==> config.mk <==
export PLATFORM = sky130hd
export DESIGN_NAME = id_ex_stage_flat
export DESIGN_NICKNAME = d
export VERILOG_FILES = /design/src/rtl/alu_pkg.sv /design/src/rtl/id_ex_stage_if.sv /design/src/rtl/reg_file.sv /design/src/rtl/id_ex_stage.sv /design/src/flat_wrapper.sv
export SDC_FILE = /design/constraint.sdc
export NUM_CORES = 2
export LEC_CHECK = 0
export CELL_PAD_IN_SITES_DETAIL_PLACEMENT = 2
export CELL_PAD_IN_SITES_GLOBAL_PLACEMENT = 2
export CORE_AREA = 2 2 406 327
export DETAILED_ROUTE_END_ITERATION = 12
export DIE_AREA = 0 0 408 329
export PLACE_DENSITY_LB_ADDON = 0.3
export SLEW_MARGIN = 5
export SYNTH_ARGS = -nofsm -noshare
export SYNTH_HDL_FRONTEND = slang
export SYNTH_HIERARCHICAL = 1
export SYNTH_SLANG_ARGS = --single-unit
export TNS_END_PERCENT = 100
==> constraint.sdc <==
create_clock -name CLK -period 42.1 [get_ports CLK]
set_clock_uncertainty 0.05 [all_clocks]
set_input_delay 4.21 -clock CLK [delete_from_list [all_inputs] [get_ports CLK]]
set_output_delay 4.21 -clock CLK [all_outputs]
set_load 0.01 [all_outputs]
==> src/rtl/alu_pkg.sv <==
// Shared ALU/decode definitions: op codes, instruction field constants and the ID/EX bundle.
package alu_pkg;

    localparam int unsigned DATA_W = 32;
    localparam int unsigned REG_AW = 5;

    typedef enum logic [2:0] {
        ALU_AND = 3'b000,
        ALU_OR  = 3'b001,
        ALU_ADD = 3'b010,
        ALU_SUB = 3'b011,
        ALU_SLT = 3'b100,
        ALU_DIV = 3'b101,
        ALU_NOP = 3'b110,
        ALU_MUL = 3'b111
    } alu_op_t;

    localparam logic [5:0] OPC_RTYPE = 6'h00;
    localparam logic [5:0] OPC_ADDI  = 6'h08;
    localparam logic [5:0] OPC_SLTI  = 6'h0A;
    localparam logic [5:0] OPC_ANDI  = 6'h0C;
    localparam logic [5:0] OPC_ORI   = 6'h0D;

    localparam logic [5:0] FN_NOP = 6'h00;
    localparam logic [5:0] FN_MUL = 6'h18;
    localparam logic [5:0] FN_DIV = 6'h1A;
    localparam logic [5:0] FN_ADD = 6'h20;
    localparam logic [5:0] FN_SUB = 6'h22;
    localparam logic [5:0] FN_AND = 6'h24;
    localparam logic [5:0] FN_OR  = 6'h25;
    localparam logic [5:0] FN_SLT = 6'h2A;

    typedef struct packed {
        logic [DATA_W-1:0] op1;
        logic [DATA_W-1:0] op2;
        alu_op_t           op;
        logic [REG_AW-1:0] dest;
        logic              reg_write;
        logic              illegal;
    } id_ex_bundle_t;

    // Undecodable encodings yield a NOP bundle with zero operands and ILLEGAL set.
    function automatic id_ex_bundle_t decode_instr(
        input logic [5:0]        opcode,
        input logic [5:0]        funct,
        input logic [REG_AW-1:0] rt,
        input logic [REG_AW-1:0] rd,
        input logic [15:0]       imm,
        input logic [DATA_W-1:0] rs_val,
        input logic [DATA_W-1:0] rt_val
    );
        id_ex_bundle_t b;
        b         = '0;
        b.op      = ALU_NOP;
        b.illegal = 1'b1;
        case (opcode)
            OPC_RTYPE: begin
                b.illegal   = 1'b0;
                b.op1       = rs_val;
                b.op2       = rt_val;
                b.dest      = rd;
                b.reg_write = 1'b1;
                case (funct)
                    FN_AND: b.op = ALU_AND;
                    FN_OR:  b.op = ALU_OR;
                    FN_ADD: b.op = ALU_ADD;
                    FN_SUB: b.op = ALU_SUB;
                    FN_SLT: b.op = ALU_SLT;
                    FN_DIV: b.op = ALU_DIV;
                    FN_MUL: b.op = ALU_MUL;
                    FN_NOP: begin
                        b.op        = ALU_NOP;
                        b.reg_write = 1'b0;
                    end
                    default: begin
                        b         = '0;
                        b.op      = ALU_NOP;
                        b.illegal = 1'b1;
                    end
                endcase
            end
            OPC_ADDI, OPC_SLTI, OPC_ANDI, OPC_ORI: begin
                b.illegal   = 1'b0;
                b.op1       = rs_val;
                b.dest      = rt;
                b.reg_write = 1'b1;
                case (opcode)
                    OPC_ADDI: begin b.op = ALU_ADD; b.op2 = {{(DATA_W-16){imm[15]}}, imm}; end
                    OPC_SLTI: begin b.op = ALU_SLT; b.op2 = {{(DATA_W-16){imm[15]}}, imm}; end
                    OPC_ANDI: begin b.op = ALU_AND; b.op2 = DATA_W'(imm); end
                    default:  begin b.op = ALU_OR;  b.op2 = DATA_W'(imm); end
                endcase
            end
            default: ;
        endcase
        if (b.dest == '0) b.reg_write = 1'b0;
        return b;
    endfunction

endpackage

==> src/rtl/id_ex_stage_if.sv <==
// Instruction-in / bundle-out handshake plus writeback port of the ID/EX stage.
interface id_ex_stage_if #(
    parameter int unsigned DATA_W = alu_pkg::DATA_W,
    parameter int unsigned REG_AW = alu_pkg::REG_AW
);
    logic [31:0]       INSTR;
    logic              IN_VALID;
    logic              IN_READY;
    logic              WB_WE;
    logic [REG_AW-1:0] WB_WA;
    logic [DATA_W-1:0] WB_WD;
    logic              FLUSH;
    logic              OUT_READY;
    logic              OUT_VALID;
    logic [DATA_W-1:0] OP1;
    logic [DATA_W-1:0] OP2;
    logic [2:0]        OP;
    logic [REG_AW-1:0] DEST;
    logic              REG_WRITE;
    logic              ILLEGAL;

    modport master (
        output INSTR, IN_VALID, WB_WE, WB_WA, WB_WD, FLUSH, OUT_READY,
        input  IN_READY, OUT_VALID, OP1, OP2, OP, DEST, REG_WRITE, ILLEGAL
    );

    modport slave (
        input  INSTR, IN_VALID, WB_WE, WB_WA, WB_WD, FLUSH, OUT_READY,
        output IN_READY, OUT_VALID, OP1, OP2, OP, DEST, REG_WRITE, ILLEGAL
    );
endinterface

==> src/rtl/reg_file.sv <==
// 2R/1W register file, R0 hardwired to zero, async clear.
// REGFILE_BYPASS_EN: same-cycle writes forward into the read ports.
module reg_file #(
    parameter int unsigned DATA_W = alu_pkg::DATA_W,
    parameter int unsigned REG_AW = alu_pkg::REG_AW
) (
    input  logic              clk,
    input  logic              rst,
    input  logic [REG_AW-1:0] ra1,
    input  logic [REG_AW-1:0] ra2,
    output logic [DATA_W-1:0] rd1,
    output logic [DATA_W-1:0] rd2,
    input  logic              we,
    input  logic [REG_AW-1:0] wa,
    input  logic [DATA_W-1:0] wd
);
    localparam int unsigned NUM_REGS = 1 << REG_AW;

    logic [DATA_W-1:0] mem_q [NUM_REGS];
    logic [DATA_W-1:0] mem_d [NUM_REGS];

    always_comb begin
        mem_d = mem_q;
        if (we && (wa != '0)) mem_d[wa] = wd;
    end

    always_ff @(posedge clk or posedge rst) begin
        if (rst) mem_q <= '{default: '0};
        else     mem_q <= mem_d;
    end

    function automatic logic [DATA_W-1:0] read_port(input logic [REG_AW-1:0] ra);
        logic [DATA_W-1:0] v;
        v = mem_q[ra];
`ifdef REGFILE_BYPASS_EN
        if (we && (wa == ra)) v = wd;
`endif
        if (ra == '0) v = '0;
        return v;
    endfunction

    always_comb begin
        rd1 = read_port(ra1);
        rd2 = read_port(ra2);
    end
endmodule

==> src/rtl/id_ex_stage.sv <==
// Decode/operand stage feeding the ALU through a valid/ready ID/EX register.
// Optional macro REGFILE_BYPASS_EN enables register-file write-through.
module id_ex_stage #(
    parameter int unsigned DATA_W = alu_pkg::DATA_W,
    parameter int unsigned REG_AW = alu_pkg::REG_AW
) (
    input logic          CLK,
    input logic          RST,
    id_ex_stage_if.slave bus
);
    import alu_pkg::*;

    logic [REG_AW-1:0] rs;
    logic [REG_AW-1:0] rt;
    logic [DATA_W-1:0] rs_val;
    logic [DATA_W-1:0] rt_val;
    logic              unused_shamt;

    assign rs           = bus.INSTR[25:21];
    assign rt           = bus.INSTR[20:16];
    assign unused_shamt = ^bus.INSTR[10:6];

    reg_file #(.DATA_W(DATA_W), .REG_AW(REG_AW)) u_reg_file (
        .clk (CLK),
        .rst (RST),
        .ra1 (rs),
        .ra2 (rt),
        .rd1 (rs_val),
        .rd2 (rt_val),
        .we  (bus.WB_WE),
        .wa  (bus.WB_WA),
        .wd  (bus.WB_WD)
    );

    id_ex_bundle_t bundle_q, bundle_d, dec_c;
    logic          out_valid_q, out_valid_d;
    logic          in_ready_c;
    logic          xfer_c;

    // Flush wins over capture; a stalled bundle holds every field.
    always_comb begin
        in_ready_c  = !RST && (!out_valid_q || bus.OUT_READY);
        xfer_c      = bus.IN_VALID && in_ready_c && !bus.FLUSH;
        dec_c       = decode_instr(bus.INSTR[31:26], bus.INSTR[5:0], rt, bus.INSTR[15:11],
                                   bus.INSTR[15:0], rs_val, rt_val);
        bundle_d    = bundle_q;
        out_valid_d = out_valid_q;
        if (bus.FLUSH) begin
            out_valid_d        = 1'b0;
            bundle_d.reg_write = 1'b0;
        end else if (xfer_c) begin
            out_valid_d = 1'b1;
            bundle_d    = dec_c;
        end else if (bus.OUT_READY) begin
            out_valid_d = 1'b0;
        end
    end

    always_ff @(posedge CLK or posedge RST) begin
        if (RST) begin
            bundle_q    <= '0;
            out_valid_q <= 1'b0;
        end else begin
            bundle_q    <= bundle_d;
            out_valid_q <= out_valid_d;
        end
    end

    assign bus.IN_READY  = in_ready_c;
    assign bus.OUT_VALID = out_valid_q;
    assign bus.OP1       = bundle_q.op1;
    assign bus.OP2       = bundle_q.op2;
    assign bus.OP        = bundle_q.op;
    assign bus.DEST      = bundle_q.dest;
    assign bus.REG_WRITE = bundle_q.reg_write;
    assign bus.ILLEGAL   = bundle_q.illegal;
endmodule

==> src/flat_wrapper.sv <==
// flat-port wrapper written by rule: the top's interface ports become plain ports
module id_ex_stage_flat import alu_pkg::*;
#(
    parameter int unsigned DATA_W = alu_pkg::DATA_W,
    parameter int unsigned REG_AW = alu_pkg::REG_AW
)
  (CLK, RST, bus_INSTR, bus_IN_VALID, bus_WB_WE, bus_WB_WA, bus_WB_WD, bus_FLUSH, bus_OUT_READY, bus_IN_READY, bus_OUT_VALID, bus_OP1, bus_OP2, bus_OP, bus_DEST, bus_REG_WRITE, bus_ILLEGAL);
  id_ex_stage_if #(.DATA_W(DATA_W), .REG_AW(REG_AW)) bus_i ();
  input logic CLK;
  input logic RST;
  input wire logic [$bits(bus_i.INSTR)-1:0] bus_INSTR;
  input wire logic [$bits(bus_i.IN_VALID)-1:0] bus_IN_VALID;
  input wire logic [$bits(bus_i.WB_WE)-1:0] bus_WB_WE;
  input wire logic [$bits(bus_i.WB_WA)-1:0] bus_WB_WA;
  input wire logic [$bits(bus_i.WB_WD)-1:0] bus_WB_WD;
  input wire logic [$bits(bus_i.FLUSH)-1:0] bus_FLUSH;
  input wire logic [$bits(bus_i.OUT_READY)-1:0] bus_OUT_READY;
  output wire logic [$bits(bus_i.IN_READY)-1:0] bus_IN_READY;
  output wire logic [$bits(bus_i.OUT_VALID)-1:0] bus_OUT_VALID;
  output wire logic [$bits(bus_i.OP1)-1:0] bus_OP1;
  output wire logic [$bits(bus_i.OP2)-1:0] bus_OP2;
  output wire logic [$bits(bus_i.OP)-1:0] bus_OP;
  output wire logic [$bits(bus_i.DEST)-1:0] bus_DEST;
  output wire logic [$bits(bus_i.REG_WRITE)-1:0] bus_REG_WRITE;
  output wire logic [$bits(bus_i.ILLEGAL)-1:0] bus_ILLEGAL;
  assign bus_i.INSTR = bus_INSTR;
  assign bus_i.IN_VALID = bus_IN_VALID;
  assign bus_i.WB_WE = bus_WB_WE;
  assign bus_i.WB_WA = bus_WB_WA;
  assign bus_i.WB_WD = bus_WB_WD;
  assign bus_i.FLUSH = bus_FLUSH;
  assign bus_i.OUT_READY = bus_OUT_READY;
  assign bus_IN_READY = bus_i.IN_READY;
  assign bus_OUT_VALID = bus_i.OUT_VALID;
  assign bus_OP1 = bus_i.OP1;
  assign bus_OP2 = bus_i.OP2;
  assign bus_OP = bus_i.OP;
  assign bus_DEST = bus_i.DEST;
  assign bus_REG_WRITE = bus_i.REG_WRITE;
  assign bus_ILLEGAL = bus_i.ILLEGAL;
  id_ex_stage #(.DATA_W(DATA_W), .REG_AW(REG_AW)) u_core (.CLK(CLK), .RST(RST), .bus(bus_i));
endmodule
; After elaboration in Yosys (flattened, before gate mapping)
; Cells that the tools add are included.
[totals]
out_inout_bits = 76
n_memories = 0
rom_bits = 0
input_bits = 75
register_bits = 1099
latch_bits = 0
ramBits = 0
[op_classes]
shift = 0
div_mod_pow = 0
n_lt_le_gt_ge = 4
n_mux = 24
mul = 0
n_bitwise = 4
addsub = 0
n_reduce_logical = 21
eq_ne = 11
[ops]
columns = cell, count
row1 = $bwmux W1024, 1
row2 = $bmux W32 S5, 2
row3 = $mux W32, 7
row4 = $demux W32 S5, 1
row5 = $pmux W74 S2, 1
row6 = $pmux W35 S3, 1
row7 = $mux W64, 1
row8 = $eq A6 B6 Y1 const B, 5
row9 = $eq A6 B4 Y1 const B, 4
row10 = $pmux W3 S7, 1
row11 = $ge A6 B6 Y1 const B, 3
row12 = $not A5 Y6, 3
row13 = $logic_not A5 Y1, 3
row14 = $eq A6 B5 Y1 const B, 2
row15 = $logic_not A6 Y1, 2
row16 = $reduce_or A8 Y1, 1
row17 = $mux W1, 7
row18 = $reduce_or A7 Y1, 1
row19 = $lt A6 B1 Y1 const B, 1
row20 = $logic_and A1 B1 Y1, 5
row21 = $mux W5, 1
row22 = $reduce_bool A5 Y1, 1
row23 = $reduce_or A4 Y1, 1
row24 = $logic_not A1 Y1, 3
row25 = other kinds (6), 6

; Logic depth before layout (Yosys ltp)
[depth]
word_depth = 11
mapped_depth = 8
depth_no_buf = 5

; Modules after synthesis
; The synthesis kept the hierarchy.
[by_module_without_submodules]
columns = module, cells_each, seq_area_each_um2, area_per_inst_um2, instances
row1 = reg_file, 3617, 25624.6, 55012.8, 1
row2 = id_ex_stage, 258, 1876.8, 3169.3, 1

; Worst setup path before layout
; No wires, ideal clock.
[synth_path]
path_type = in2out
from = input port bus_OUT_READY
to = output port bus_IN_READY
n_path_buf = 0
path_slack_ns = 33.317
arrival_ns = 4.523
cell_stages = 2
t_required_ns = 37.840
cell_sequence = nor2b_1 -> nor2_1
[synth_between]
elab_chain_cells = 2
[synth_lines]
columns = item, line_no
row1 = "start, declared", flat_wrapper.sv:17  ; input wire logic [$bits(bus_i.OUT_READY)-1:0] bus_OUT_READY;
row2 = $logic_or A1 B1 Y1, id_ex_stage.sv:42  ; in_ready_c = !RST && (!out_valid_q || bus.OUT_READY);
row3 = $logic_and A1 B1 Y1, id_ex_stage.sv:42
row4 = "end, declared", flat_wrapper.sv:18  ; output wire logic [$bits(bus_i.IN_READY)-1:0] bus_IN_READY;
; No other way between the ends.

; Worst setup path after layout
; Ends and elaborated chain as after synthesis.

==> flow_metrics.env <==
export IMPL_ys_flop_type="dfrtp_1"
export IMPL_path_cells="clkdlybuf4s50_1 -> nor2b_1 -> nor2_1 -> clkdlybuf4s50_1"
export IMPL_fin_tns_setup_ns=0
export IMPL_wl_mm=223.7
export IMPL_antenna_found_initial=16
export IMPL_yosysTopAreaCell="dfrtp_1"
export IMPL_grt_pass1_vias=42700
export IMPL_synth_commonest_cells="dfrtp_1 (1099), mux2_2 (1021), mux4_2 (395)"
export IMPL_clock_sinks=1099
export IMPL_synth_edf_count=0
export IMPL_dieHeight_um=329
export IMPL_synth_area_sq_um=58180
export IMPL_gr_total_overflow=0
export IMPL_clockRootBuffer="clkbuf_16"
export IMPL_startpoint="bus_OUT_READY"
export IMPL_yosysMostFrequentCell="dfrtp_1"
export IMPL_initial_core_util_pct=44.56
export IMPL_reg2reg_depth=6
export IMPL_cts_tree="done"
export IMPL_status="finished clean"
export IMPL_dp_final_hpwl_mm=119.5
export IMPL_grt_usage_pct=33.52
export IMPL_fin_crit_sh_pct=23.22
export IMPL_ctsHoldBuffers=0
export IMPL_cts_clk_slew_worst_paths_ns=0.06
export IMPL_synth_top_area_share_pct=47.27
export IMPL_gp_congestion=0.8022
export IMPL_p_leak_uw=0.02771
export IMPL_fin_cells=5639
export IMPL_min_period_ns=9.775
export IMPL_hold_viol=0
export IMPL_die_w_um=408
export IMPL_slowest_stage="clkdlybuf4s50_1"
export IMPL_drc_errors=0
export IMPL_synth_avg_cell_area_sq_um=15.01
export IMPL_vias_per_cell=6.956
export IMPL_drtIter0Drc=4171
export IMPL_rsz0062_at_grt="no"
export IMPL_ys_types=61
export IMPL_tightest_slew_ns=1.229
export IMPL_required_ns=37.84
export IMPL_firstDrtPassIters=5
export IMPL_ys_seq_elements=1099
export IMPL_end_kind="output pin"
export IMPL_register_area_sq_um=27500
export IMPL_n_fill_cell=11840
export IMPL_ys_warn_count=6
export IMPL_via_count=39230
export IMPL_ant_nets=0
export IMPL_setup_worst_path_end="bus_IN_READY"
export IMPL_cts_max_level=3
export IMPL_netlist_top_cells_area="dfrtp_1 (47%), mux2_2 (20%), mux4_2 (15%)"
export IMPL_startpoint_type="primary input"
export IMPL_syn_nets=3950
export IMPL_pin_count=151
export IMPL_postCtsSetupRepairBufs=0
export IMPL_multi_input_area_sq_um=28430
export IMPL_max_freq_ghz=0.1023
export IMPL_max_slew_margin_rel_pct=17.52
export IMPL_drv_slew=0
export IMPL_worstPathMaxFanout=5
export IMPL_insertion_delay_ns=0.76
export IMPL_crit_arrival_ns=5.52
export IMPL_grt_pass1_wl_mm=324.7
export IMPL_max_stage_delay_ns=0.49
export IMPL_hp_class="reg -> reg"
export IMPL_coreArea_sq_um=130600
export IMPL_clk_path_buf_depth=3
export IMPL_cap_viol_max_count=0
export IMPL_placedCellCount=5416
export IMPL_regToRegSetupSlack_ns=39.62
export IMPL_syn_inst=3875
export IMPL_r2r_end="u_core/bus.OP1[29]"
export IMPL_syn_to_final_growth_pct=10.96
export IMPL_async_flop_share_pct=100.0
export IMPL_finalSetupViolations=0
export IMPL_crit_top_cell="clkdlybuf4s50_1"
export IMPL_rows=119
export IMPL_numCtsBuffers=117
export IMPL_fin_nets=3856
export IMPL_critical_path_class="in -> out"
export IMPL_ys_seq_area_share_pct=47.27
export IMPL_r2r_start="u_core/bus.OUT_VALID"
export IMPL_post_route_cells_drive_above_1_share_pct=45.50
export IMPL_die_area_sq_um=134200
export IMPL_vdd_drop_max_uv=40.16
export IMPL_port_buffers=150
export IMPL_ctsResizeCount=0
export IMPL_post_drt_wl_per_cell_um=39.67
export IMPL_grt_max_degree=177
export IMPL_power_density_nw_per_um2=48.76
## critical path: cells and delay by family
kind / cells / cell delay [ns]
buffers and inverters: 2 / 0.90
and+or+nand+nor: 2 / 0.39
## metrics by stage
step	total power [uW]	hold slack [ns]	instance area [sq um]	utilization [%]	setup WS, ns
final	3148	0.3421	64560	49.44	32.32
after global routing	3265	0.3587	64550	49.44	32.28
after global placement	1950	0.3233	60340	46.21	32.26
after CTS	3157	0.3459	64540	49.43	32.31
after detailed placement	2003	0.3311	60340	46.21	32.31
after floorplan	1812	0.3857	58180	-	9.024
## worst min path at each step
| stage | startpoint | to | slack [ns] | depth (start not counted) |
|---|---|---|---|---|
| after CTS | u_core/u_reg_file/mem_q[1005] | u_core/u_reg_file/mem_q[1005] | 0.35 | 0 |
| after detailed placement | u_core/u_reg_file/mem_q[1005] | u_core/u_reg_file/mem_q[1005] | 0.33 | 0 |
| final | u_core/u_reg_file/mem_q[1005] | u_core/u_reg_file/mem_q[1005] | 0.34 | 0 |
| after global routing | u_core/u_reg_file/mem_q[1003] | u_core/u_reg_file/mem_q[1003] | 0.36 | 0 |
| after floorplan | u_core/u_reg_file/mem_q[1007] | u_core/u_reg_file/mem_q[1007] | 0.39 | 1 |
| after global placement | u_core/u_reg_file/mem_q[1007] | u_core/u_reg_file/mem_q[1007] | 0.32 | 0 |
## sequential cells by signal (all words and copies together), names as in the netlist
| name | flops |
|---|---|
| u_core/bus.OP1 | 32 |
| u_core/bus.OUT_VALID | 1 |
| u_core/u_reg_file/mem_q | 1024 |
| u_core/bus.OP2 | 32 |
| u_core/bus.REG_WRITE | 1 |
| u_core/bus.ILLEGAL | 1 |
| u_core/bus.DEST | 5 |
| u_core/bus.OP | 3 |
## logic make-up (layout without fill, tap and decap cells)
logic type	after synthesis	in the layout	synth area share (%)
AOI/OAI and AO/OA	453	453	5.869
xor gates and xnor gates	1	1	0.01506
buffers and inverters	449	453	4.284
DFF	1099	1099	47.27
muxes	1632	1632	40.32
other	0	6	0
and+or+nand+nor	241	241	2.243
## area by class of cell
type                       instances  area share [%]
sequential                      1099           42.60
clock inverter                    43          0.9981
clock buffer                     174           5.510
antenna                            6         0.02326
inverter                           5         0.05233
tap                             1754           3.399
timing repair buffer             231           3.388
multi-input combinational       2327           44.03
## per-layer routing
layer | GRT usage (%) | wire length (um) | vias up
met4 | 12.00 | 8536 | 22
met1 | 48.43 | 96690 | 21760
li1 | - | - | 14930
met3 | 7.704 | 19200 | 505
met5 | 0 | 143 | -
met2 | 49.75 | 99110 | 2004
## placed cells by master, fill, tap and decap left out, drive strengths merged, types with 47 or more instances in the layout
| master | n |
|---|---|
| a211oi | 65 |
| a221oi | 48 |
| a22oi | 65 |
| a311oi | 64 |
| buf | 91 |
| clkbuf | 174 |
| clkdlybuf4s50 | 140 |
| dfrtp | 1099 |
| mux2 | 1056 |
| mux2i | 128 |
| mux4 | 448 |
| nand2 | 64 |
| nor2 | 47 |
| nor2b | 70 |
| o21ai | 108 |
## report_power, final
group	internal [uW]	total [uW]	switching, uW
Sequential	1250	1410	161
Clock	679	1140	459
Combinational	344	602	258
Total	2270	3150	878
Note: power is estimated with default switching activity, not from simulation.
